`config.mk`:
```
export PLATFORM = sky130hd
export DESIGN_NAME = tpu_ctrl_sequencer_flat
export DESIGN_NICKNAME = d
export VERILOG_FILES = /design/src/rtl/tpu_ctrl_pkg.sv /design/src/rtl/tpu_ctrl_sequencer_if.sv /design/src/rtl/tpu_ctrl_watchdog.sv /design/src/rtl/tpu_ctrl_sequencer.sv /design/src/flat_wrapper.sv
export SDC_FILE = /design/constraint.sdc
export NUM_CORES = 1
export LEC_CHECK = 0
export BUFFER_PORTS_ARGS = -buffer_cell sky130_fd_sc_hd__buf_2
export CAP_MARGIN = 20
export CORE_ASPECT_RATIO = 0.75
export CORE_MARGIN = 5
export CORE_UTILIZATION = 44
export CTS_BUF_LIST = sky130_fd_sc_hd__clkbuf_4 sky130_fd_sc_hd__clkbuf_8 sky130_fd_sc_hd__clkbuf_16
export DETAILED_ROUTE_END_ITERATION = 7
export PLACE_DENSITY = 0.82
export SETUP_SLACK_MARGIN = 0.3
export SYNTH_ARGS = -nofsm -noshare
export SYNTH_HDL_FRONTEND = slang
export SYNTH_SLANG_ARGS = --single-unit
```
`constraint.sdc`:
```
create_clock -name clk -period 2.5 [get_ports clk]
set_input_delay 0.5 -clock clk [delete_from_list [all_inputs] [get_ports clk]]
set_output_delay 0.5 -clock clk [all_outputs]
set_load 0.005 [all_outputs]
```
`src/rtl/tpu_ctrl_pkg.sv`:
```
// Shared types and constants for the TPU control-plane sequencer.
// Covers FSM states, command codes, register offsets and STATUS bit positions.
package tpu_ctrl_pkg;

    typedef enum logic [2:0] {
        StIdle   = 3'd0,
        StTpuRst = 3'd1,
        StFill   = 3'd2,
        StDrain  = 3'd3,
        StMult   = 3'd4,
        StErr    = 3'd5
    } state_e;

    localparam logic [3:0] CmdReset    = 4'b1111;
    localparam logic [3:0] CmdFillFifo = 4'b0001;
    localparam logic [3:0] CmdFillArr  = 4'b0010;
    localparam logic [3:0] CmdMultiply = 4'b0011;

    localparam logic [1:0] SpaceCtrl = 2'b00;

    localparam logic [7:0] RegCmd     = 8'h00;
    localparam logic [7:0] RegInBase  = 8'h01;
    localparam logic [7:0] RegOutBase = 8'h02;
    localparam logic [7:0] RegWtBase  = 8'h03;
    localparam logic [7:0] RegStatus  = 8'h04;

    localparam int unsigned StsBusy        = 3;
    localparam int unsigned StsFifoLoaded  = 4;
    localparam int unsigned StsArrLoaded   = 5;
    localparam int unsigned StsMultDone    = 6;
    localparam int unsigned StsTimeoutErr  = 7;
    localparam int unsigned StsCmdRejected = 8;
    localparam int unsigned StsWidth       = 9;

endpackage

```
`src/rtl/tpu_ctrl_sequencer_if.sv`:
```
// Avalon control-space bus between the slave decode and the sequencer.
interface tpu_ctrl_sequencer_if #(
    parameter int unsigned DATA_WIDTH = 64
);
    logic [9:0]            slave_address;
    logic                  slave_read;
    logic                  slave_write;
    logic [DATA_WIDTH-1:0] slave_writedata;
    logic [DATA_WIDTH-1:0] ctrl_readdata;
    logic                  ctrl_readdata_valid;

    modport master (
        output slave_address, slave_read, slave_write, slave_writedata,
        input  ctrl_readdata, ctrl_readdata_valid
    );

    modport slave (
        input  slave_address, slave_read, slave_write, slave_writedata,
        output ctrl_readdata, ctrl_readdata_valid
    );
endinterface

```
`src/rtl/tpu_ctrl_watchdog.sv`:
```
// Cycle counter for the operation watchdog; expired fires on the last allowed
// cycle of an enabled run so the FSM can leave on the following edge.
module tpu_ctrl_watchdog #(
    parameter int unsigned TIMEOUT_CYCLES = 1024
) (
    input  logic clk,
    input  logic reset,
    input  logic clear,
    input  logic enable,
    output logic expired
);
    localparam int unsigned CntW = $clog2(TIMEOUT_CYCLES);
    localparam logic [CntW-1:0] CntLast = CntW'(TIMEOUT_CYCLES - 1);

    logic [CntW-1:0] cnt;

    always_ff @(posedge clk) begin
        if (reset || clear) begin
            cnt <= '0;
        end else if (enable) begin
            cnt <= cnt + 1'b1;
        end
    end

    assign expired = enable && (cnt == CntLast);
endmodule

```
`src/rtl/tpu_ctrl_sequencer.sv`:
```
// Control-space register decode, base-address registers and command FSM
// driving the TPU top's control ports.
module tpu_ctrl_sequencer
    import tpu_ctrl_pkg::*;
#(
    parameter int unsigned DATA_WIDTH     = 64,
    parameter int unsigned ADDR_WIDTH     = 8,
    parameter int unsigned RESET_CYCLES   = 4,
    parameter int unsigned TIMEOUT_CYCLES = 1024
) (
    input  logic                  clk,
    input  logic                  reset,
    tpu_ctrl_sequencer_if.slave   bus,
    output logic                  tpu_reset,
    output logic                  fill_fifo,
    output logic                  drain_fifo,
    output logic                  active,
    output logic [ADDR_WIDTH-1:0] inputMem_rd_addr_base,
    output logic [ADDR_WIDTH-1:0] outputMem_wr_addr_base,
    output logic [ADDR_WIDTH-1:0] weightMem_rd_addr_base,
    input  logic                  mem_to_fifo_done,
    input  logic                  fifo_to_arr_done,
    input  logic                  output_done,
    output logic                  busy
);
    localparam int unsigned RstCntW = $clog2(RESET_CYCLES + 1);
    localparam logic [RstCntW-1:0] RstLoad = RstCntW'(RESET_CYCLES - 1);

    state_e               state_q, state_d;
    logic [RstCntW-1:0]   rst_cnt_q;
    logic                 fifo_loaded_q, arr_loaded_q, mult_done_q, timeout_err_q, cmd_rejected_q;
    logic [StsWidth-1:0]  status_bits;
    logic [DATA_WIDTH-1:0] rdata;
    logic                 wd_wait, wd_expired;

    logic       ctrl_sel, rd_en, wr_en, cmd_wr, cmd_reset, cmd_op, base_wr;
    logic [7:0] reg_off;
    logic [3:0] cmd;

    assign ctrl_sel  = (bus.slave_address[9:8] == SpaceCtrl);
    assign reg_off   = bus.slave_address[7:0];
    assign rd_en     = bus.slave_read && ctrl_sel;
    assign wr_en     = bus.slave_write && ctrl_sel;
    assign cmd       = bus.slave_writedata[3:0];
    assign cmd_wr    = wr_en && (reg_off == RegCmd);
    assign cmd_reset = cmd_wr && (cmd == CmdReset);
    assign cmd_op    = cmd_wr && (cmd == CmdFillFifo || cmd == CmdFillArr || cmd == CmdMultiply);
    assign base_wr   = wr_en && (reg_off == RegInBase || reg_off == RegOutBase ||
                                 reg_off == RegWtBase);
    assign wd_wait   = (state_q == StFill) || (state_q == StDrain) || (state_q == StMult);

    tpu_ctrl_watchdog #(
        .TIMEOUT_CYCLES(TIMEOUT_CYCLES)
    ) u_watchdog (
        .clk    (clk),
        .reset  (reset),
        .clear  (!wd_wait),
        .enable (wd_wait),
        .expired(wd_expired)
    );

    // RESET pre-empts every state; a done arriving with its timeout still wins.
    always_comb begin
        state_d = state_q;
        if (cmd_reset) begin
            state_d = StTpuRst;
        end else begin
            case (state_q)
                StIdle: begin
                    if (cmd_op) begin
                        case (cmd)
                            CmdFillFifo: state_d = StFill;
                            CmdFillArr:  state_d = StDrain;
                            default:     state_d = StMult;
                        endcase
                    end
                end
                StTpuRst: if (rst_cnt_q == '0) state_d = StIdle;
                StFill:   state_d = mem_to_fifo_done ? StIdle : (wd_expired ? StErr : StFill);
                StDrain:  state_d = fifo_to_arr_done ? StIdle : (wd_expired ? StErr : StDrain);
                StMult:   state_d = output_done ? StIdle : (wd_expired ? StErr : StMult);
                StErr:    state_d = StErr;
                default:  state_d = StIdle;
            endcase
        end
    end

    always_comb begin
        status_bits                 = '0;
        status_bits[2:0]            = state_q;
        status_bits[StsBusy]        = busy;
        status_bits[StsFifoLoaded]  = fifo_loaded_q;
        status_bits[StsArrLoaded]   = arr_loaded_q;
        status_bits[StsMultDone]    = mult_done_q;
        status_bits[StsTimeoutErr]  = timeout_err_q;
        status_bits[StsCmdRejected] = cmd_rejected_q;
        case (reg_off)
            RegInBase:  rdata = DATA_WIDTH'(inputMem_rd_addr_base);
            RegOutBase: rdata = DATA_WIDTH'(outputMem_wr_addr_base);
            RegWtBase:  rdata = DATA_WIDTH'(weightMem_rd_addr_base);
            RegStatus:  rdata = DATA_WIDTH'(status_bits);
            default:    rdata = '0;
        endcase
    end

    always_ff @(posedge clk) begin
        if (reset) begin
            state_q                 <= StIdle;
            rst_cnt_q               <= '0;
            tpu_reset               <= 1'b0;
            fill_fifo               <= 1'b0;
            drain_fifo              <= 1'b0;
            active                  <= 1'b0;
            busy                    <= 1'b0;
            fifo_loaded_q           <= 1'b0;
            arr_loaded_q            <= 1'b0;
            mult_done_q             <= 1'b0;
            timeout_err_q           <= 1'b0;
            cmd_rejected_q          <= 1'b0;
            inputMem_rd_addr_base   <= '0;
            outputMem_wr_addr_base  <= '0;
            weightMem_rd_addr_base  <= '0;
            bus.ctrl_readdata       <= '0;
            bus.ctrl_readdata_valid <= 1'b0;
        end else begin
            state_q    <= state_d;
            tpu_reset  <= (state_d == StTpuRst);
            fill_fifo  <= (state_d == StFill);
            drain_fifo <= (state_d == StDrain);
            active     <= (state_d == StMult);
            busy       <= (state_d != StIdle);

            if (cmd_reset) begin
                rst_cnt_q <= RstLoad;
            end else if (state_q == StTpuRst && rst_cnt_q != '0) begin
                rst_cnt_q <= rst_cnt_q - 1'b1;
            end

            if (cmd_reset) begin
                fifo_loaded_q  <= 1'b0;
                arr_loaded_q   <= 1'b0;
                mult_done_q    <= 1'b0;
                timeout_err_q  <= 1'b0;
                cmd_rejected_q <= 1'b0;
            end else begin
                if (cmd_op) begin
                    if (state_q == StIdle) begin
                        cmd_rejected_q <= 1'b0;
                        case (cmd)
                            CmdFillFifo: fifo_loaded_q <= 1'b0;
                            CmdFillArr:  arr_loaded_q  <= 1'b0;
                            default:     mult_done_q   <= 1'b0;
                        endcase
                    end else begin
                        cmd_rejected_q <= 1'b1;
                    end
                end
                if (base_wr) begin
                    if (busy) begin
                        cmd_rejected_q <= 1'b1;
                    end else begin
                        case (reg_off)
                            RegInBase:  inputMem_rd_addr_base <=
                                            bus.slave_writedata[ADDR_WIDTH-1:0];
                            RegOutBase: outputMem_wr_addr_base <=
                                            bus.slave_writedata[ADDR_WIDTH-1:0];
                            default:    weightMem_rd_addr_base <=
                                            bus.slave_writedata[ADDR_WIDTH-1:0];
                        endcase
                    end
                end
                if (state_q == StFill && mem_to_fifo_done) fifo_loaded_q <= 1'b1;
                if (state_q == StDrain && fifo_to_arr_done) arr_loaded_q <= 1'b1;
                if (state_q == StMult && output_done) mult_done_q <= 1'b1;
                if (wd_wait && state_d == StErr) timeout_err_q <= 1'b1;
            end

            // STATUS read reflects pre-write state since rdata uses current flops.
            bus.ctrl_readdata_valid <= rd_en;
            if (rd_en) bus.ctrl_readdata <= rdata;
        end
    end
endmodule

```
`src/flat_wrapper.sv`:
```
// flat-port wrapper written by rule: the top's interface ports become plain ports
module tpu_ctrl_sequencer_flat import tpu_ctrl_pkg::*;
#(
    parameter int unsigned DATA_WIDTH     = 64,
    parameter int unsigned ADDR_WIDTH     = 8,
    parameter int unsigned RESET_CYCLES   = 4,
    parameter int unsigned TIMEOUT_CYCLES = 1024
)
  (clk, reset, tpu_reset, fill_fifo, drain_fifo, active, inputMem_rd_addr_base, outputMem_wr_addr_base, weightMem_rd_addr_base, mem_to_fifo_done, fifo_to_arr_done, output_done, busy, bus_slave_address, bus_slave_read, bus_slave_write, bus_slave_writedata, bus_ctrl_readdata, bus_ctrl_readdata_valid);
  tpu_ctrl_sequencer_if #(.DATA_WIDTH(DATA_WIDTH)) bus_i ();
  input  logic clk;
  input  logic reset;
  output logic tpu_reset;
  output logic fill_fifo;
  output logic drain_fifo;
  output logic active;
  output logic [ADDR_WIDTH-1:0] inputMem_rd_addr_base;
  output logic [ADDR_WIDTH-1:0] outputMem_wr_addr_base;
  output logic [ADDR_WIDTH-1:0] weightMem_rd_addr_base;
  input  logic mem_to_fifo_done;
  input  logic fifo_to_arr_done;
  input  logic output_done;
  output logic busy;
  input wire logic [$bits(bus_i.slave_address)-1:0] bus_slave_address;
  input wire logic [$bits(bus_i.slave_read)-1:0] bus_slave_read;
  input wire logic [$bits(bus_i.slave_write)-1:0] bus_slave_write;
  input wire logic [$bits(bus_i.slave_writedata)-1:0] bus_slave_writedata;
  output wire logic [$bits(bus_i.ctrl_readdata)-1:0] bus_ctrl_readdata;
  output wire logic [$bits(bus_i.ctrl_readdata_valid)-1:0] bus_ctrl_readdata_valid;
  assign bus_i.slave_address = bus_slave_address;
  assign bus_i.slave_read = bus_slave_read;
  assign bus_i.slave_write = bus_slave_write;
  assign bus_i.slave_writedata = bus_slave_writedata;
  assign bus_ctrl_readdata = bus_i.ctrl_readdata;
  assign bus_ctrl_readdata_valid = bus_i.ctrl_readdata_valid;
  tpu_ctrl_sequencer #(.DATA_WIDTH(DATA_WIDTH), .ADDR_WIDTH(ADDR_WIDTH), .RESET_CYCLES(RESET_CYCLES), .TIMEOUT_CYCLES(TIMEOUT_CYCLES)) u_core (.clk(clk), .reset(reset), .bus(bus_i), .tpu_reset(tpu_reset), .fill_fifo(fill_fifo), .drain_fifo(drain_fifo), .active(active), .inputMem_rd_addr_base(inputMem_rd_addr_base), .outputMem_wr_addr_base(outputMem_wr_addr_base), .weightMem_rd_addr_base(weightMem_rd_addr_base), .mem_to_fifo_done(mem_to_fifo_done), .fifo_to_arr_done(fifo_to_arr_done), .output_done(output_done), .busy(busy));
endmodule
```
==> reports/results.ini, run 1 <==
[power]
peakVddDrop_uv = 308
p_sw_uw = 473
seqPwrFrac_pct = 47.3
pwr-share-comb_pct = 4.6
power.density_nw_per_um2 = 578
intPower_mw = 1.55
clock_power_share_pct = 48.0
p_sw_share_pct = 23.4
leakage_nw = 1.63

[floorplan]
initial_core_util_pct = 45.0
coreArea_um2 = 6800
die_x_um = 106
rows = 26
die_h_um = 82.2
fp.dieArea_um2 = 8740
ioPinCount = 175

[grt]
grt_max_degree = 36
antenna_found_initial = 0
grt_pass1_vias = 2379
grt_use_total_pct = 16.8
grt_pass1_wl_mm = 11.5
gr-total-overflow = 0

[clock_network]
cts_tree = done
cts_max_path_buffers = 2
clk_pin_slew_ps = 80
clock_latency_ps = 340
postCtsSetupRepairBufs = 0
cts_buffers = 9
cts-root-buf = clkbuf_8
clock-sinks = 60
cts_hold_buffers = 0
htree_num_levels = 3
cts.repair.resized = 0

[timing]
drv_slew = 0
setup_viol = 0
max_freq_mhz = 495
slew_headroom_pct = 57.2
finalHoldViolations = 0
min_period_ps = 2020
final.period_utilization_pct = 80.8
tightest_slew_ps = 642
whs_ps = 426
rsz0062_at_grt = no
fin_setup_tns_ps = 0
skew_ps = 9.45

[hold_path]
min-delay-start = bus_slave_writedata[6]
hold_depth = 3
hold_path_end = u_core.weightMem_rd_addr_base[6]$_SDFFE_PP0P_
hp-class = in -> reg

[finish]
insertedDiodeCount = 0
fin_nets = 503
final_cells = 508
area_growth_pct = 14.2
stdcell_area_um2 = 3500
drive_gt1_share_pct = 21.5

[synth]
netlist.area_leader.share_pct = 39.2
synthTopCellsByCount = dfxtp_1, nor2_1, buf_4
synth-seq-cells = 60
netlist_instances = 353
synth_ff_type = dfxtp_1
synth_largest_area_cell = dfxtp_1
synth_most_common_cell = dfxtp_1
avgSynthCellArea_um2 = 8.67
synth.distinct_cells = 40
synth_edf_count = 0
yosysWarnings = 0
synthArstFlopShare_pct = 0
yosys-top-cells-area = dfxtp_1, buf_4, mux2i_1
netlist_area_um2 = 3060
ys_seq_area_share_pct = 39.2

[worst_setup_path]
ff2ff_setup_slack_ps = 660
crit_arrival_ps = 2220
r2r-start = u_core.state_q[0]$_SDFF_PP0_
crit_required_ps = 2700
r2r-end = u_core.tpu_reset$_SDFF_PP0_
ff2ff_path_depth = 5
worstSetupPathType = in -> reg
path_max_fanout = 8
cp-start-kind = primary input
crit_path_end_kind = flip-flop

[flow_run]
cap_violations = 0

[route]
via_count = 2632
post_drt_wl_per_cell_um = 14.8
drcViolationCount = 0
via_per_inst = 5.18
drt-total-wl_mm = 7.51
dr.pass1.iters = 5
final_antenna_net_count = 0
drtIter0Drc = 207

[run_status]
outcome = finished clean

[place]
hpwl_mm = 5.78
gp_congestion = 0.912
placed_cells = 492
port-buffer-count = 63
dpl_cell_area_um2 = 3270

## sequential cells by signal, indices dropped and copies added (netlist names), 3 cells and up
signal and cells:
u_core.u_watchdog.cnt 10, u_core.bus.ctrl_readdata 9, u_core.inputMem_rd_addr_base 8, u_core.outputMem_wr_addr_base 8, u_core.weightMem_rd_addr_base 8, u_core.rst_cnt_q 3
u_core.state_q 3
## logic make-up after synthesis
logic type	after synthesis	share of synthesized area [%]
multiplexers	28	9.16
flip-flops	60	39.2
XOR/XNOR	11	3.15
AO/OA/AOI/OAI	49	10.1
adder cells (fa/ha/maj)	3	1.23
other	1	0.123
AND/OR/NAND/NOR	129	21.3
buffers and inverters	72	15.7
## per-stage QoR
stage	util (%)	worst slack [ps]	power, mW
final	51.4	480	2.02
after global routing	51.4	376	2.10
after CTS	51.4	494	2.03
after global placement	48.1	199	1.07
after floorplan	-	346	1.10
after detailed placement	48.1	143	1.07
## worst max-delay path, stage by stage
cell and delay [ps]:
buf_2 110, nor4_1 390, nand2_1 120, or4_1 780, mux2i_1 250, nor2_1 60
## placed cells by master (no fill, tap or decap), types with 4 or more instances in the layout
| cell type | count |
|---|---|
| nand4_1 | 6 |
| nand3_1 | 7 |
| mux2i_1 | 28 |
| xor2_1 | 9 |
| nor2_1 | 58 |
| buf_2 | 63 |
| nand2b_1 | 6 |
| and4_1 | 4 |
| a21oi_1 | 14 |
| inv_1 | 5 |
| conb_1 | 55 |
| a221oi_1 | 8 |
| buf_4 | 4 |
| o21ai_0 | 15 |
| nand2_1 | 20 |
| a22oi_1 | 5 |
| dfxtp_1 | 60 |
| clkbuf_8 | 9 |
| and3_1 | 6 |
## routing by layer
layer	vias up	GRT usage [%]	part of all wire [%]
li1	1251	-	-
met1	1226	22.2	43
met2	145	26.0	46
met3	10	5.98	10
met4	0	4.66	1.2
met5	-	0	0
## final cells by class
class	instances	area [µm²]
tap	84	105
inverter	5	18.8
timing repair buffer	68	365
fill	640	3300
sequential	60	1200
clock inverter	7	98.8
clock buffer	9	124
multi-input combinational	275	1580
## power groups by stage
stage	Sequential, mW	Combinational (mW)	Clock, mW
after floorplan	0.978	0.117	0
after global placement	0.978	0.0876	0
after detailed placement	0.978	0.0889	0
after CTS	0.956	0.0897	0.984
after global routing	0.955	0.105	1.04
final	0.956	0.0937	0.970
## worst max path at each step
stage,start,to,slack [ps],depth (start not counted)
floorplan,bus_slave_address[7],u_core.weightMem_rd_addr_base[1]$_SDFFE_PP0P_,350,5
global placement,bus_slave_address[7],u_core.inputMem_rd_addr_base[7]$_SDFFE_PP0P_,200,6
detailed placement,bus_slave_address[7],u_core.inputMem_rd_addr_base[0]$_SDFFE_PP0P_,140,6
CTS,bus_slave_address[7],u_core.inputMem_rd_addr_base[2]$_SDFFE_PP0P_,490,6
global route,bus_slave_address[7],u_core.inputMem_rd_addr_base[2]$_SDFFE_PP0P_,380,6
finish,bus_slave_address[7],u_core.inputMem_rd_addr_base[2]$_SDFFE_PP0P_,480,6
Power figures use the tool's default switching activity.
==> run 2, diff against run 1 <==
==> constraint.sdc (replaced) <==
create_clock -name clk -period 2.1 [get_ports clk]
set_input_delay 0.42 -clock clk [delete_from_list [all_inputs] [get_ports clk]]
set_output_delay 0.42 -clock clk [all_outputs]
set_load 0.005 [all_outputs]
==> run 2 against run 1 <==
  * Flip-flop and latch count unchanged
  * Via count up 2.0%
  * Routed wire length up 3.8%
  * Setup slack worse by 190 ps
  * First-iteration DRC count up 32%
  * Cell area up 3.7%
  * Utilization up 1.9 points
  * Clock power up 7%
  * Hold slack worse by 78 ps
  * Clock skew about the same
  * Final cell count up 3.0%
  * Die area unchanged
  * Highest routed layer unchanged
==> reports/results.ini, run 2 (same netlist as run 1, synthesis figures left out) <==
[timing]
skew_ps = 9.51
max_freq_mhz = 551
final.period_utilization_pct = 86.4
min_period_ps = 1810
rsz0062_at_grt = yes
slew_headroom_pct = 58.3
drv_slew = 0
fin_setup_tns_ps = 0
tightest_slew_ps = 626
finalHoldViolations = 0
setup_viol = 0

[floorplan]
die_x_um = 106
die_h_um = 82.2
ioPinCount = 175
coreArea_um2 = 6800
initial_core_util_pct = 45.0
rows = 26
fp.dieArea_um2 = 8740

[worst_setup_path]
crit_required_ps = 2310
crit_path_end_kind = flip-flop
cpPeakStageDelay_ps = 540
cp-start-kind = primary input
cp_slowest_cell = or4_4
path_max_fanout = 5
crit_chain = buf_6 -> or4_4 -> or3_4 -> nor3_4 -> buf_6 -> mux2i_1 -> nor2_1
crit_arrival_ps = 2030
crit_path_frequent_cell = buf_6
worstSetupPathType = in -> reg

[route]
drt-total-wl_mm = 7.79
final_antenna_net_count = 0
drtIter0Drc = 274
dr.pass1.iters = 5
via_count = 2684
post_drt_wl_per_cell_um = 14.9
drcViolationCount = 0
via_per_inst = 5.13

[place]
hpwl_mm = 5.90
dpl_cell_area_um2 = 3370
placed_cells = 505
port-buffer-count = 63
gp_congestion = 0.930

[power]
p_sw_share_pct = 24.9
intPower_mw = 1.73
p_sw_uw = 575
seqPwrFrac_pct = 49.3
leakage_nw = 1.70
clock_power_share_pct = 45.2
peakVddDrop_uv = 384
power.density_nw_per_um2 = 637
pwr-share-comb_pct = 5.5

[clock_network]
clk_pin_slew_ps = 70
htree_num_levels = 3
cts_max_path_buffers = 2
cts-root-buf = clkbuf_8
clock-sinks = 60
clock_latency_ps = 340
cts_buffers = 9
cts_tree = done

[finish]
final-seq-area_um2 = 1200
area_growth_pct = 18.5
final_cells = 523
top_register = u_core.u_watchdog.cnt
insertedDiodeCount = 0
multiInputGateArea_um2 = 1610
final_common_cell = buf_2
largest_reg_flops = 10
n_fill_cell = 607
drive_gt1_share_pct = 24.8
stdcell_area_um2 = 3630
reg_top3 = u_core.u_watchdog.cnt x10, u_core.bus.ctrl_readdata x9
mostFrequentLayoutCells = buf_2, dfxtp_1, nor2_1
fin_nets = 518
final_util_pct = 53.3

[grt]
grt_pass1_vias = 2434
gr-total-overflow = 0
grt_pass1_wl_mm = 11.6
grt_max_degree = 36
grt_use_total_pct = 16.9
antenna_found_initial = 0

[hold_path]
hp-class = in -> reg

[flow_run]
cap_violations = 0

[run_status]
outcome = finished clean

==> run 2: cell types whose count changed in the layout (fill, tap and decap cells not counted), sizes merged <==
cell	change
bufinv	-1
clkinvlp	-1
inv	+1
buf	+15
clkinv	+1
==> run 2: layer usage <==
layer,share of wire (%),vias up,GRT usage (%),wire [µm]
met1,44,1248,22.1,3400
met3,9.1,15,4.74,707
met4,1.8,0,7.76,139
met2,45,138,26.2,3540
met5,0,-,0,0
li1,-,1283,-,-
==> run 2: path summary, 6_finish.rpt <==
check | startpoint | end | slack [ps] | cells past startpoint
worst min register to register | u_core.bus.ctrl_readdata[2]$_SDFFE_PP0P_ | u_core.bus.ctrl_readdata[2]$_SDFFE_PP0P_ | 450 | 2
worst max register to register | u_core.u_watchdog.cnt[0]$_SDFFE_PP0P_ | u_core.active$_SDFF_PP0_ | 390 | 6
worst min-delay path | bus_slave_writedata[5] | u_core.inputMem_rd_addr_base[5]$_SDFFE_PP0P_ | 350 | 3
worst max-delay path | bus_slave_address[6] | u_core.weightMem_rd_addr_base[5]$_SDFFE_PP0P_ | 290 | 7
==> run 2: cell type report <==
| class | count | area share (%) |
|---|---|---|
| timing repair buffer | 83 | 13.6 |
| clock inverter | 7 | 2.07 |
| clock buffer | 9 | 3.42 |
| inverter | 5 | 0.518 |
| sequential | 60 | 33.1 |
| multi-input combinational | 275 | 44.4 |
| tap | 84 | 2.90 |
==> run 2: what timing repair did <==
action                                  CTS  global route
pin swaps                                 3             1
resized for setup                         2            10
hold buffers                              0             0
setup buffers                             1             1
endpoints found under the setup margin    6            20
==> run 2: per-stage QoR <==
stage               power, mW  hold slack (ps)  worst slack [ps]
finish                   2.31              349               285
global route             2.40              337               255
CTS                      2.32              335               258
detailed placement       1.28              443              -106
global placement         1.28              436             -59.9
floorplan                1.30              442              26.4
==> run 2: worst max-delay path: cells and delay by family <==
family                 cells  cell delay [ps]
AND/OR/NAND/NOR            4             1150
buffers and inverters      2              250
multiplexers               1              200
==> run 2: power groups by stage <==
stage / combinational (mW) / sequential [mW] / clock, mW
after global placement: 0.114 / 1.16 / 0
after CTS: 0.119 / 1.14 / 1.06
after global routing: 0.142 / 1.14 / 1.12
after floorplan: 0.140 / 1.16 / 0
final: 0.128 / 1.14 / 1.04
after detailed placement: 0.116 / 1.16 / 0
==> run 3, diff against run 2 <==
--- a/config.mk
+++ b/config.mk
@@ -13,7 +13,7 @@
 export CTS_BUF_LIST = sky130_fd_sc_hd__clkbuf_4 sky130_fd_sc_hd__clkbuf_8 sky130_fd_sc_hd__clkbuf_16
 export DETAILED_ROUTE_END_ITERATION = 7
 export PLACE_DENSITY = 0.82
-export SETUP_SLACK_MARGIN = 0.3
+export SETUP_SLACK_MARGIN = 0.1
 export SYNTH_ARGS = -nofsm -noshare
 export SYNTH_HDL_FRONTEND = slang
 export SYNTH_SLANG_ARGS = --single-unit
==> run 3 against run 2 <==
  * Register-to-register slack lost 170 ps
  * Clock power grew 13%
  * Setup slack lost 100 ps
  * Hold slack gained 4.7 ps
  * Non-clock buffer count shrank 4
  * Largest power group is now the clock network
==> reports/results.ini, run 3 (same netlist as run 1, synthesis figures left out) <==
[finish]
fin_nets = 514
final_util_pct = 52.6
drive_gt1_share_pct = 23.3
top_register = u_core.u_watchdog.cnt
area_growth_pct = 16.9
reg_top3 = u_core.u_watchdog.cnt x10, u_core.bus.ctrl_readdata x9
final_common_cell = buf_2
mostFrequentLayoutCells = buf_2, dfxtp_1, nor2_1
largest_reg_flops = 10
insertedDiodeCount = 0

[route]
drcViolationCount = 0
drt-total-wl_mm = 7.56
dr.pass1.iters = 6
post_drt_wl_per_cell_um = 14.6
final_antenna_net_count = 0
via_per_inst = 5.17
drtIter0Drc = 279
via_count = 2678

[flow_run]
cap_violations = 0

[grt]
grt_max_degree = 36
antenna_found_initial = 0
grt_pass1_vias = 2399
gr-total-overflow = 0
grt_pass1_wl_mm = 11.5
grt_use_total_pct = 16.9

[hold_path]
hp-class = in -> reg

[clock_network]
cts_max_path_buffers = 2
cts_buffers = 9
clock-sinks = 60
clock_latency_ps = 330
cts.repair.resized = 0
clk_pin_slew_ps = 60
cts_hold_buffers = 0
htree_num_levels = 3
cts-root-buf = clkbuf_8
cts_tree = done
postCtsSetupRepairBufs = 0

[run_status]
outcome = finished clean

[worst_setup_path]
cp-start-kind = primary input
crit_path_end_kind = flip-flop
worstSetupPathType = in -> reg
crit_required_ps = 2300
path_max_fanout = 8
crit_arrival_ps = 2110

[floorplan]
initial_core_util_pct = 45.0
die_x_um = 106
coreArea_um2 = 6800
ioPinCount = 175
die_h_um = 82.2
rows = 26
fp.dieArea_um2 = 8740

[power]
total_power_mw = 2.44
peakVddDrop_uv = 372
leakage_nw = 1.68
power.density_nw_per_um2 = 682

[timing]
final.period_utilization_pct = 91.2
max_freq_mhz = 522
min_period_ps = 1920
tightest_slew_ps = 621
rsz0062_at_grt = no
slew_headroom_pct = 58.1
drv_slew = 0
skew_ps = 3.20
finalHoldViolations = 0
setup_viol = 0

[place]
gp_congestion = 0.932
hpwl_mm = 5.87
port-buffer-count = 63

run 3: changes by cell type in the layout (fill, tap and decap cells not counted), sizes merged:
| cell | delta |
|---|---|
| buf | -4 |
| clkbuf | +3 |
| clkinv | -3 |
| inv | -2 |
| bufinv | +1 |
run 3: metrics by stage:
stage | hold WS, ps | setup slack [ps] | area [µm²] | TNS, ps | std cells
after floorplan | 442 | 26.4 | 3260 | 0 | 407
after global placement | 436 | -64.2 | 3340 | -486 | 503
after detailed placement | 445 | -114 | 3340 | -661 | 503
after CTS | 341 | 241 | 3580 | 0 | 518
after global routing | 352 | 135 | 3580 | 0 | 518
final | 354 | 184 | 3580 | 0 | 518
run 3: critical path, cell delays in order:
cell and delay (ps):
buf_2 110, nor4_1 480, nand2_1 130, or4_1 520, buf_4 210, mux2i_1 180, nor2_1 50
run 3: path summary, 6_finish.rpt:
| path | startpoint | to | slack (ps) | cells after the start |
|---|---|---|---|---|
| worst max-delay path | bus_slave_address[7] | u_core.inputMem_rd_addr_base[7]$_SDFFE_PP0P_ | 180 | 7 |
| worst min-delay path | bus_slave_writedata[5] | u_core.outputMem_wr_addr_base[5]$_SDFFE_PP0P_ | 350 | 3 |
| worst max register to register | u_core.state_q[0]$_SDFF_PP0_ | u_core.tpu_reset$_SDFF_PP0_ | 220 | 5 |
| worst min register to register | u_core.bus.ctrl_readdata[4]$_SDFFE_PP0P_ | u_core.bus.ctrl_readdata[4]$_SDFFE_PP0P_ | 460 | 2 |
run 3: cell type report:
cell class / count / area, µm²
multi-input combinational: 275 / 1580
tap: 84 / 105
clock buffer: 12 / 165
fill: 615 / 3220
clock inverter: 3 / 68.8
inverter: 5 / 18.8
timing repair buffer: 79 / 435
sequential: 60 / 1200
run 3: power breakdown:
part           internal (mW)  switching (mW)
logic                 0.0327          0.0842
clock network          0.761           0.423
registers               1.14        0.000320
run 3: layer usage:
layer | global-route usage, % | vias to the layer above | part of all wire [%]
met5 | 0 | - | 0
met4 | 4.27 | 0 | 1.3
met3 | 4.82 | 12 | 9.4
met2 | 26.9 | 135 | 46
met1 | 22.7 | 1267 | 43
li1 | - | 1264 | -
